$ cat src/rtl/prio_irq_encoder_if.sv
// Request/grant bundle for prio_irq_encoder: active-low requests, mask and ack in,
// registered active-low code, grant-valid and cascade enable-out back.
interface prio_irq_encoder_if #(
    parameter int N = 8
);
    localparam int W = (N > 1) ? $clog2(N) : 1;

    logic         en_n;
    logic [N-1:0] req_n;
    logic [N-1:0] mask;
    logic         ack;
    logic [W-1:0] code_n;
    logic         gs_n;
    logic         eo_n;

    modport master (
        output en_n, req_n, mask, ack,
        input  code_n, gs_n, eo_n
    );

    modport slave (
        input  en_n, req_n, mask, ack,
        output code_n, gs_n, eo_n
    );
endinterface

$ cat src/rtl/prio_irq_encoder.sv
// Edge-capturing interrupt priority encoder with ack handshake and cascade enable-out.
// Define PRIO_ROTATE_EN for round-robin priority; fixed highest-index priority otherwise.
module prio_irq_encoder #(
    parameter int N = 8
) (
    input logic              clk,
    input logic              rst,
    prio_irq_encoder_if.slave bus
);
    localparam int W = (N > 1) ? $clog2(N) : 1;

    typedef enum logic [0:0] {StIdle, StHold} state_e;

    state_e       state_q;
    logic [N-1:0] pending_q;
    logic [N-1:0] prev_q;
    logic [W-1:0] code_n_q;
    logic         gs_n_q;
    logic         eo_n_q;
`ifdef PRIO_ROTATE_EN
    logic [W-1:0] last_q;
    logic         found;
`endif

    logic [N-1:0] set;
    logic [N-1:0] clr;
    logic [N-1:0] avail;
    logic [W-1:0] win;
    logic         any;

    always_comb begin
        set   = ~bus.req_n & prev_q & ~bus.mask;
        avail = pending_q & ~bus.mask;
        any   = |avail;
        win   = '0;
        clr   = '0;
        // The granted index is recoverable from the registered code.
        if (state_q == StHold && bus.ack && !bus.en_n) begin
            clr = {{(N-1){1'b0}}, 1'b1} << (~code_n_q);
        end
`ifdef PRIO_ROTATE_EN
        found = 1'b0;
        for (int k = 0; k < N; k++) begin
            if (!found && avail[(int'(last_q) + 2 * N - 1 - k) % N]) begin
                win   = W'((int'(last_q) + 2 * N - 1 - k) % N);
                found = 1'b1;
            end
        end
`else
        for (int i = 0; i < N; i++) begin
            if (avail[i]) win = W'(i);
        end
`endif
    end

    always_ff @(posedge clk or posedge rst) begin
        if (rst) begin
            state_q   <= StIdle;
            pending_q <= '0;
            prev_q    <= '1;
            code_n_q  <= '1;
            gs_n_q    <= 1'b1;
            eo_n_q    <= 1'b1;
`ifdef PRIO_ROTATE_EN
            last_q    <= '0;
`endif
        end else begin
            prev_q    <= bus.req_n;
            // A bit both cleared by ack and re-captured this cycle stays set.
            pending_q <= (pending_q & ~clr) | set;
            unique case (state_q)
                StIdle: begin
                    if (!bus.en_n && any) begin
                        code_n_q <= ~win;
                        gs_n_q   <= 1'b0;
                        eo_n_q   <= 1'b1;
                        state_q  <= StHold;
                    end else begin
                        code_n_q <= '1;
                        gs_n_q   <= 1'b1;
                        eo_n_q   <= bus.en_n | any;
                    end
                end
                StHold: begin
                    if (bus.en_n) begin
                        code_n_q <= '1;
                        gs_n_q   <= 1'b1;
                        eo_n_q   <= 1'b1;
                        state_q  <= StIdle;
                    end else if (bus.ack) begin
                        code_n_q <= '1;
                        gs_n_q   <= 1'b1;
                        eo_n_q   <= 1'b1;
                        state_q  <= StIdle;
`ifdef PRIO_ROTATE_EN
                        last_q   <= ~code_n_q;
`endif
                    end
                end
                default: state_q <= StIdle;
            endcase
        end
    end

    assign bus.code_n = code_n_q;
    assign bus.gs_n   = gs_n_q;
    assign bus.eo_n   = eo_n_q;
endmodule

$ cat src/flat_wrapper.sv
// flat-port wrapper written by rule: the top's interface ports become plain ports
module prio_irq_encoder_flat 
#(
    parameter int N = 8
)
  (clk, rst, bus_en_n, bus_req_n, bus_mask, bus_ack, bus_code_n, bus_gs_n, bus_eo_n);
  prio_irq_encoder_if #(.N(N)) bus_i ();
  input logic clk;
  input logic rst;
  input wire logic [$bits(bus_i.en_n)-1:0] bus_en_n;
  input wire logic [$bits(bus_i.req_n)-1:0] bus_req_n;
  input wire logic [$bits(bus_i.mask)-1:0] bus_mask;
  input wire logic [$bits(bus_i.ack)-1:0] bus_ack;
  output wire logic [$bits(bus_i.code_n)-1:0] bus_code_n;
  output wire logic [$bits(bus_i.gs_n)-1:0] bus_gs_n;
  output wire logic [$bits(bus_i.eo_n)-1:0] bus_eo_n;
  assign bus_i.en_n = bus_en_n;
  assign bus_i.req_n = bus_req_n;
  assign bus_i.mask = bus_mask;
  assign bus_i.ack = bus_ack;
  assign bus_code_n = bus_i.code_n;
  assign bus_gs_n = bus_i.gs_n;
  assign bus_eo_n = bus_i.eo_n;
  prio_irq_encoder #(.N(N)) u_core (.clk(clk), .rst(rst), .bus(bus_i));
endmodule
$ cat config.mk
export PLATFORM = sky130hd
export DESIGN_NAME = prio_irq_encoder_flat
export DESIGN_NICKNAME = d
export VERILOG_FILES = /design/src/rtl/prio_irq_encoder_if.sv /design/src/rtl/prio_irq_encoder.sv /design/src/flat_wrapper.sv
export SDC_FILE = /design/constraint.sdc
export NUM_CORES = 1
export LEC_CHECK = 0
export ABC_AREA = 1
export CORE_MARGIN = 2
export CORE_UTILIZATION = 47
export DETAILED_ROUTE_END_ITERATION = 10
export HOLD_SLACK_MARGIN = 0.02
export PLACE_DENSITY = 0.87
export RECOVER_POWER = 25
export SYNTH_ARGS = -nofsm -noshare
export SYNTH_HDL_FRONTEND = slang
export SYNTH_SLANG_ARGS = --single-unit
$ cat constraint.sdc
create_clock -name clk -period 1.35 [get_ports clk]
set_input_delay 0.135 -clock clk [delete_from_list [all_inputs] [get_ports clk]]
set_output_delay 0.135 -clock clk [all_outputs]
set_load 0.005 [all_outputs]
# [After elaboration in Yosys (flattened, before gate mapping)]
# Index checks and enable logic that the tools add are counted.
[word_totals] register_bits=22 in_bits=20 word_cells=47
[op_classes] n_bitwise=12 reduce_logical=5 eq_ne=1 muxes=22 shifts=1
[ops] cell="8-bit bitwise AND" count=4
[ops] cell="8-bit NOT" count=3
[ops] cell="3-bit 2-to-1 mux" count=7
[ops] cell="1-bit 2-to-1 mux" count=8
[ops] cell="8-bit 2-to-1 mux" count=1
[ops] cell="8-bit bitwise OR" count=1
[ops] cell="8-bit OR reduction" count=1
[ops] cell="1-bit by 3-bit << shifter with 8-bit output (first input constant)" count=1
[ops] cell="3-bit NOT" count=2
[ops] cell="1-bit case mux with 2 select lines" count=3
[ops] cell="3-bit case mux with 2 select lines" count=1
[ops] cell="2-bit 2-to-1 mux" count=2
[ops] cell="1-bit logical AND" count=3
[ops] cell="3-bit inequality test (second input constant)" count=1
[ops] cell="1-bit zero test" count=1
[ops] cell="1-bit NOT" count=1
[ops] cell="1-bit bitwise OR" count=1

# [Depth between registers and ports, before layout]
# Gate-level depths: netlist (run 1).
[logic_depth] ltp_word=12 mapped_depth=9 depth_no_buf=9

# [Least setup slack after synthesis (run 1)]
# No wires, ideal clock.
[synth_path] kind="reg-to-reg" from="register u_core.code_n_q[2] (netlist: u_core.bus.code_n[2])" to="register u_core.pending_q[1]" n_path_buf=0 path_slack_ns=0.230 setup_ns=0.134 period_less_slack_ns=1.120 t_arrival_ns=0.985 stages_incl_launch_ff=4 path_cell_list="dfstp_2 > inv_1 > nor4_1 > o32ai_1"
[synth_via] elab_chain_len=6
[synth_rtl] item="from (decl)" line_no="prio_irq_encoder.sv:17" rtl="logic [W-1:0] code_n_q;"
[synth_rtl] item="from (signal assigned)" line_no="prio_irq_encoder.sv:74" rtl="code_n_q <= ~win;"
[synth_rtl] item="3-bit NOT" line_no="prio_irq_encoder.sv:39" rtl="clr = {{(N-1){1'b0}}, 1'b1} << (~code_n_q);"
[synth_rtl] item="1-bit by 3-bit << shifter with 8-bit output" line_no="prio_irq_encoder.sv:39"
[synth_rtl] item="8-bit 2-to-1 mux" line_no="prio_irq_encoder.sv:38" rtl="if (state_q == StHold && bus.ack && !bus.en_n) begin"
[synth_rtl] item="8-bit NOT" line_no="prio_irq_encoder.sv:70" rtl="pending_q <= (pending_q & ~clr) | set;"
[synth_rtl] item="8-bit bitwise AND" line_no="prio_irq_encoder.sv:70"
[synth_rtl] item="8-bit bitwise OR" line_no="prio_irq_encoder.sv:70"
[synth_rtl] item="to (signal assigned)" line_no="prio_irq_encoder.sv:70"
[synth_rtl] item="to (decl)" line_no="prio_irq_encoder.sv:15" rtl="logic [N-1:0] pending_q;"
# No other way between the ends.
# A chain may end at the register's enable or synchronous reset.

# [Worst setup path after layout (run 1)]
# Same ends and word-level chain as after synthesis.

==> results of run 1 <==
[layer usage]
layer  track usage  wire (µm)  vias up
li1              -          -      430
met1         0.243       1170      432
met2         0.347       1370       38
met3        0.0273        133        8
met4        0.0972         61        0
met5             0          0        -
[synth_stat cells (all sizes together)]
cell type / count
inv: 31
nor2: 9
nor4: 6
dfrtp: 9
o22ai: 1
nand3: 2
or2: 1
a21oi: 4
dfstp: 13
o32ai: 7
o21ai: 3
nor3: 2
nand2: 21
[worst paths after layout]
path                                        endpoint  cells past startpoint
max in group asynchronous       u_core.bus.code_n[1]                      3
worst max-delay path             u_core.pending_q[1]                      4
min in group clk                    u_core.prev_q[7]                      1
worst min-delay path             u_core.pending_q[4]                      3
worst max register to register   u_core.pending_q[1]                      4
worst min register to register       u_core.bus.gs_n                      2
[flip-flops by register name (all words and copies together) (netlist names)]
| register | flops |
|---|---|
| u_core.bus.code_n | 3 |
| u_core.state_q | 1 |
| u_core.pending_q | 8 |
| u_core.bus.gs_n | 1 |
| u_core.prev_q | 8 |
| u_core.bus.eo_n | 1 |
[cell families after synthesis]
family	after synthesis	synth area share
AO/OA/AOI/OAI	15	0.107
buffers and inverters	31	0.117
flip-flops	22	0.572
AND/OR/NAND/NOR	41	0.203
[final cells by class]
class                           count  share of cell area
Inverter                           31              0.0825
Timing Repair Buffer               37               0.225
Multi-Input combinational cell     56               0.258
Sequential cell                    22               0.378
Clock buffer                        3              0.0150
Tap cell                           27              0.0225
Clock inverter                      1              0.0200
[per-stage QoR]
stage                     TNS (ns)  hold WS [ns]  std cells
after floorplan                  0         0.115        109
after global placement     -0.0568         0.484        163
after detailed placement    -0.273         0.484        163
after CTS                        0         0.134        170
after global routing        -0.248         0.357        177
final                     -0.00708         0.350        177
[worst max-delay path, stage by stage (launching register included)]
cell	delay (ns)
dfstp_2	0.57
buf_6	0.10
clkinvlp_4	0.17
nor4_4	0.29
o32ai_1	0.11
[cell usage in the layout, fill, tap and decap left out, types with 2 or more instances in the layout]
| cell type | instances |
|---|---|
| dfstp_2 | 13 |
| nor3_1 | 2 |
| dlygate4sd2_1 | 3 |
| a21oi_1 | 3 |
| clkdlybuf4s50_1 | 10 |
| dfrtp_1 | 9 |
| o21ai_0 | 2 |
| nor2_1 | 7 |
| o32ai_1 | 6 |
| dlygate4sd3_1 | 9 |
| nor4_4 | 4 |
| nand2_1 | 15 |
| inv_1 | 29 |
| clkinvlp_4 | 2 |
| buf_6 | 3 |
| nand2_2 | 6 |
| buf_4 | 11 |
| clkbuf_4 | 3 |
[what timing repair did]
item,in CTS,in global routing
endpoints found under the setup margin,6,5
gates resized for setup,7,16
pin swaps,0,5
buffers inserted,3,7
hold buffers,0,0
[where the power goes]
group | leakage (nW) | switching (mW) | internal, mW
Combinational | 0.455 | 0.187 | 0.159
Sequential | 0.223 | 0.0292 | 0.727
Clock | 0.0279 | 0.211 | 0.301
==> summary.txt, run 1 <==
MaxCap Viol Count = 0
largest net degree at the start of global routing = 23
clock latency on the worst-skew pair = 0.32 ns
clk_skew = 0.00614 ns
FP Rows = 16
H-tree depth = 1
Initial DRT Pass Iterations = 4
Core Util, Final = 0.758
Clock Path Buffers = 2
violated checks = setup timing
DP Area = 1290 µm²
area leader, netlist = dfstp_2
FF+latch count, synth = 22
worst min-delay path class = in -> async
Initial Utilization = 0.500
first-pass GRT wire length = 3750 µm
Congestion Overflow GR = 0
area of the multi-input gates = 387 µm²
routability cong. = 0.847
gate count of the mapped netlist = 109
Die Area = 2490 µm²
FMAX = 0.737 GHz
CTS root buf = clkbuf_4
Synth top area share = 0.345
synth unique cells = 18
Area Growth Syn to Fin = 51.5%
initial antenna violation count = 0
# setup viols final = 1
Vias = 908
Register Area = 567 µm²
Final min period = 1.36 ns
r2r startpoint = u_core.bus.code_n[2]
CTS tree = yes
total power = 1.61 mW
yosys warns = 0
Mapped Avg Cell Area = 9.09 µm²
DRC Markers = 0
detailed placer's ending HPWL = 1530 µm
worst setup margin = -0.00708 ns
number of buffers created by CTS = 3
Arr. time, crit path = 1.56 ns
crit path kind = reg -> reg
Leak = 0.705 nW
Clock Sinks = 22
vias in the first global route = 895
Fillers = 125
CP startpoint = u_core.bus.code_n[2]
Startpoint Class = flip-flop
sequential element share of the synthesized area = 0.572
Req. time, crit path = 1.55 ns
core area = 1980 µm²
worst-margin pin slew = 0.525 ns
DR WL/cell = 15.5 µm
dpl ws = -0.116 ns
Worst-path clk slew = 0.13 ns
RSZ-0062 raised after global routing = true
nets = 171
status = complete, but fails checks
Synthesized Nets = 129
final WL = 2740 µm
vias per cell = 5.13
Post-DRT Antenna Nets = 0
VDD IR max = 995 µV
final slew viol count = 0
chip width = 49.9 µm
boundary pin count = 25
cell area after synthesis = 991 µm²
fraction of layout cells with a size suffix above 1 = 0.333
Setup crit end kind = flip-flop
crit path max fanout = 5
DRT iter0 DRCs = 33
part of the cycle the worst path needs = 1.01
Fin. Hold Viols = 0
relative slew slack = 0.650
Die Y = 49.9 µm
fin area = 1500 µm²
reg2reg setup slack = -0.007 ns
overall global routing resource usage = 0.200
diodes inserted = 0
I/O Buffers = 24
Area contributors post-synth = dfstp_2 34%, dfrtp_1 23%, inv_1 12%, o32ai_1 6.2%, nand2_1 5.7%
Pwr Density = 1080 nW/µm²
(Power assumes the default switching activity.)
==> run 2, diff against run 1 <==
--- a/config.mk
+++ b/config.mk
@@ -6,11 +6,12 @@
 export NUM_CORES = 1
 export LEC_CHECK = 0
 export ABC_AREA = 1
+export CORE_ASPECT_RATIO = 0.75
 export CORE_MARGIN = 2
-export CORE_UTILIZATION = 47
+export CORE_UTILIZATION = 40
 export DETAILED_ROUTE_END_ITERATION = 10
 export HOLD_SLACK_MARGIN = 0.02
-export PLACE_DENSITY = 0.87
+export PLACE_DENSITY = 0.77
 export RECOVER_POWER = 25
 export SYNTH_ARGS = -nofsm -noshare
 export SYNTH_HDL_FRONTEND = slang
==> summary.txt, run 2 (synthesis results as in run 1) <==
crit path max fanout = 6 (was 5)
commonest non-fill, non-tap cell in the layout = inv_1 (unchanged)
Congestion Overflow GR = 0 (unchanged)
I/O Buffers = 24 (unchanged)
diodes inserted = 0 (unchanged)
fraction of layout cells with a size suffix above 1 = 0.239 (was 0.333)
VDD IR max = 680 µV (was 995 µV)
CTS root buf = clkbuf_4 (unchanged)
Post-DRT Antenna Nets = 0 (unchanged)
relative slew slack = 0.651 (was 0.650)
Arr. time, crit path = 1.53 ns (was 1.56 ns)
chip width = 61.5 µm (was 49.9 µm)
highest metal used = met4 (unchanged)
FP Rows = 15 (was 16)
Worst-path clk slew = 0.12 ns (was 0.13 ns)
worst-margin pin slew = 0.523 ns (was 0.525 ns)
violated checks = setup timing (unchanged)
final WL = 2020 µm (was 2740 µm)
MaxCap Viol Count = 0 (unchanged)
Initial DRT Pass Iterations = 4 (unchanged)
worst setup margin = -0.00967 ns (was -0.00708 ns)
Vias = 813 (was 908)
Initial Utilization = 0.426 (was 0.500)
FMAX = 0.735 GHz (was 0.737 GHz)
crit path kind = reg -> reg (unchanged)
DR WL/cell = 11.5 µm (was 15.5 µm)
DRT iter0 DRCs = 27 (was 33)
clk_skew = 0.0134 ns (was 0.00614 ns)
vias per cell = 4.62 (was 5.13)
commonest non-fill, non-tap cells in the layout = 31 x inv_1, 15 x nand2_1, 13 x dfstp_2, 10 x clkdlybuf4s50_1 (was 29 x inv_1, 15 x nand2_1, 13 x dfstp_2, 11 x buf_4, 10 x clkdlybuf4s50_1)
initial antenna violation count = 0 (unchanged)
crit-path max cell delay = 0.56 ns (was 0.57 ns)
vias in the first global route = 765 (was 895)
number of buffers created by CTS = 3 (unchanged)
Fin. Hold Viols = 0 (unchanged)
Pwr Density = 1000 nW/µm² (was 1080 nW/µm²)
# setup viols final = 1 (unchanged)
Area Growth Syn to Fin = 37.9% (was 51.5%)
DP Area = 1290 µm² (about the same)
Setup crit end kind = flip-flop (unchanged)
Req. time, crit path = 1.52 ns (was 1.55 ns)
worst min-delay path class = in -> async (unchanged)
met2 wire len = 921 µm (was 1370 µm)
detailed placer's ending HPWL = 1470 µm (was 1530 µm)
Final min period = 1.36 ns (about the same)
overall global routing resource usage = 0.157 (was 0.200)
largest net degree at the start of global routing = 23 (unchanged)
Leak = 0.664 nW (was 0.705 nW)
Die Y = 47.1 µm (was 49.9 µm)
reg2reg setup slack = -0.01 ns (was -0.007 ns)
status = complete, but fails checks (unchanged)
routability cong. = 0.885 (was 0.847)
Cell Chain, Critical Path = buf_4, inv_1, nor4_1, o32ai_1 (was buf_6, clkinvlp_4, nor4_4, o32ai_1)
clock latency on the worst-skew pair = 0.31 ns (was 0.32 ns)
core area = 2330 µm² (was 1980 µm²)
Startpoint Class = flip-flop (unchanged)
H-tree depth = 1 (unchanged)
fin area = 1370 µm² (was 1500 µm²)
Clock Path Buffers = 2 (unchanged)
boundary pin count = 25 (unchanged)
RSZ-0062 raised after global routing = true (unchanged)
met1 WL = 934 µm (was 1170 µm)
final slew viol count = 0 (unchanged)
DRC Markers = 0 (unchanged)
part of the cycle the worst path needs = 1.01 (about the same)
nets = 163 (was 171)
Clock Sinks = 22 (unchanged)
critical path's slowest cell = dfstp_2 (unchanged)
CTS tree = yes (unchanged)
final hold slack = 0.363 ns (was 0.350 ns)
Die Area = 2900 µm² (was 2490 µm²)
metal3 WL = 125 µm (was 133 µm)
first-pass GRT wire length = 3180 µm (was 3750 µm)
==> run 2: changes by cell type in the layout (fill, tap and decap cells not counted), moves of 2 or more <==
| cell | change |
|---|---|
| inv_1 | +2 |
| dlygate4sd2_1 | +2 |
| buf_4 | -7 |
| clkinvlp_4 | -2 |
| nor4_4 | -3 |
| buf_6 | -3 |
| nor4_1 | +2 |
==> run 2: final timing paths <==
check                      cells after the start                   end            startpoint
max in group asynchronous                      3  u_core.bus.code_n[0]                   rst
max                                            4   u_core.pending_q[5]  u_core.bus.code_n[1]
min                                            3   u_core.pending_q[3]                   rst
min reg2reg                                    2   u_core.pending_q[6]      u_core.prev_q[6]
min in group clk                               1      u_core.prev_q[1]          bus_req_n[1]
max reg2reg                                    4   u_core.pending_q[5]  u_core.bus.code_n[1]
==> run 2: area by class of cell <==
| type | instances | area (µm²) |
|---|---|---|
| Fill cell | 218 | 961 |
| Sequential cell | 22 | 567 |
| Multi-Input combinational cell | 56 | 335 |
| Timing Repair Buffer | 29 | 269 |
| Inverter | 31 | 116 |
| Tap cell | 34 | 42.5 |
| Clock buffer | 4 | 36.3 |
==> run 2: what timing repair did <==
item / CTS / global route
gates resized for setup: 5 / 4
setup buffers: 3 / 0
cloned: 0 / 0
setup endpoints to repair: 5 / 3
pin swaps: 0 / 1
hold buffers: 0 / 0
==> run 2: worst max-delay path: cells and delay by family, from the launching register on <==
kind	cells	cell delay, ns
DFF	1	0.56
and+or+nand+nor	1	0.28
buffers and inverters	2	0.25
AOI/OAI and AO/OA	1	0.14
==> run 2: report_power, final <==
part,internal [mW],leakage (nW),switching [mW]
sequential,0.727,0.223,0.0249
clock,0.165,0.0210,0.195
combinational,0.117,0.421,0.140
==> run 2: metal layers <==
layer	GRT usage	vias to the layer above
met2	0.257	27
met5	0	-
met1	0.199	369
met3	0.0523	6
met4	0.0511	0
li1	-	411
==> run 2: stage by stage <==
step | setup TNS, ns | total power, mW | util | cells | setup WS, ns
finish | -0.00967 | 1.37 | 0.587 | 176 | -0.00967
global route | -0.271 | 1.44 | 0.587 | 176 | -0.0777
CTS | 0 | 1.38 | 0.576 | 176 | 0.000910
detailed placement | -0.264 | 1.01 | 0.554 | 169 | -0.0656
global placement | -0.140 | 1.00 | 0.554 | 169 | -0.0535
floorplan | 0 | 0.883 | - | 109 | 0.230
==> run 3, diff against run 2 <==
--- a/config.mk
+++ b/config.mk
@@ -16,3 +16,4 @@
 export SYNTH_ARGS = -nofsm -noshare
 export SYNTH_HDL_FRONTEND = slang
 export SYNTH_SLANG_ARGS = --single-unit
+export TNS_END_PERCENT = 20
==> results of run 3 <==
No change in the layout: final DEF, timing and power equal those of run 2.
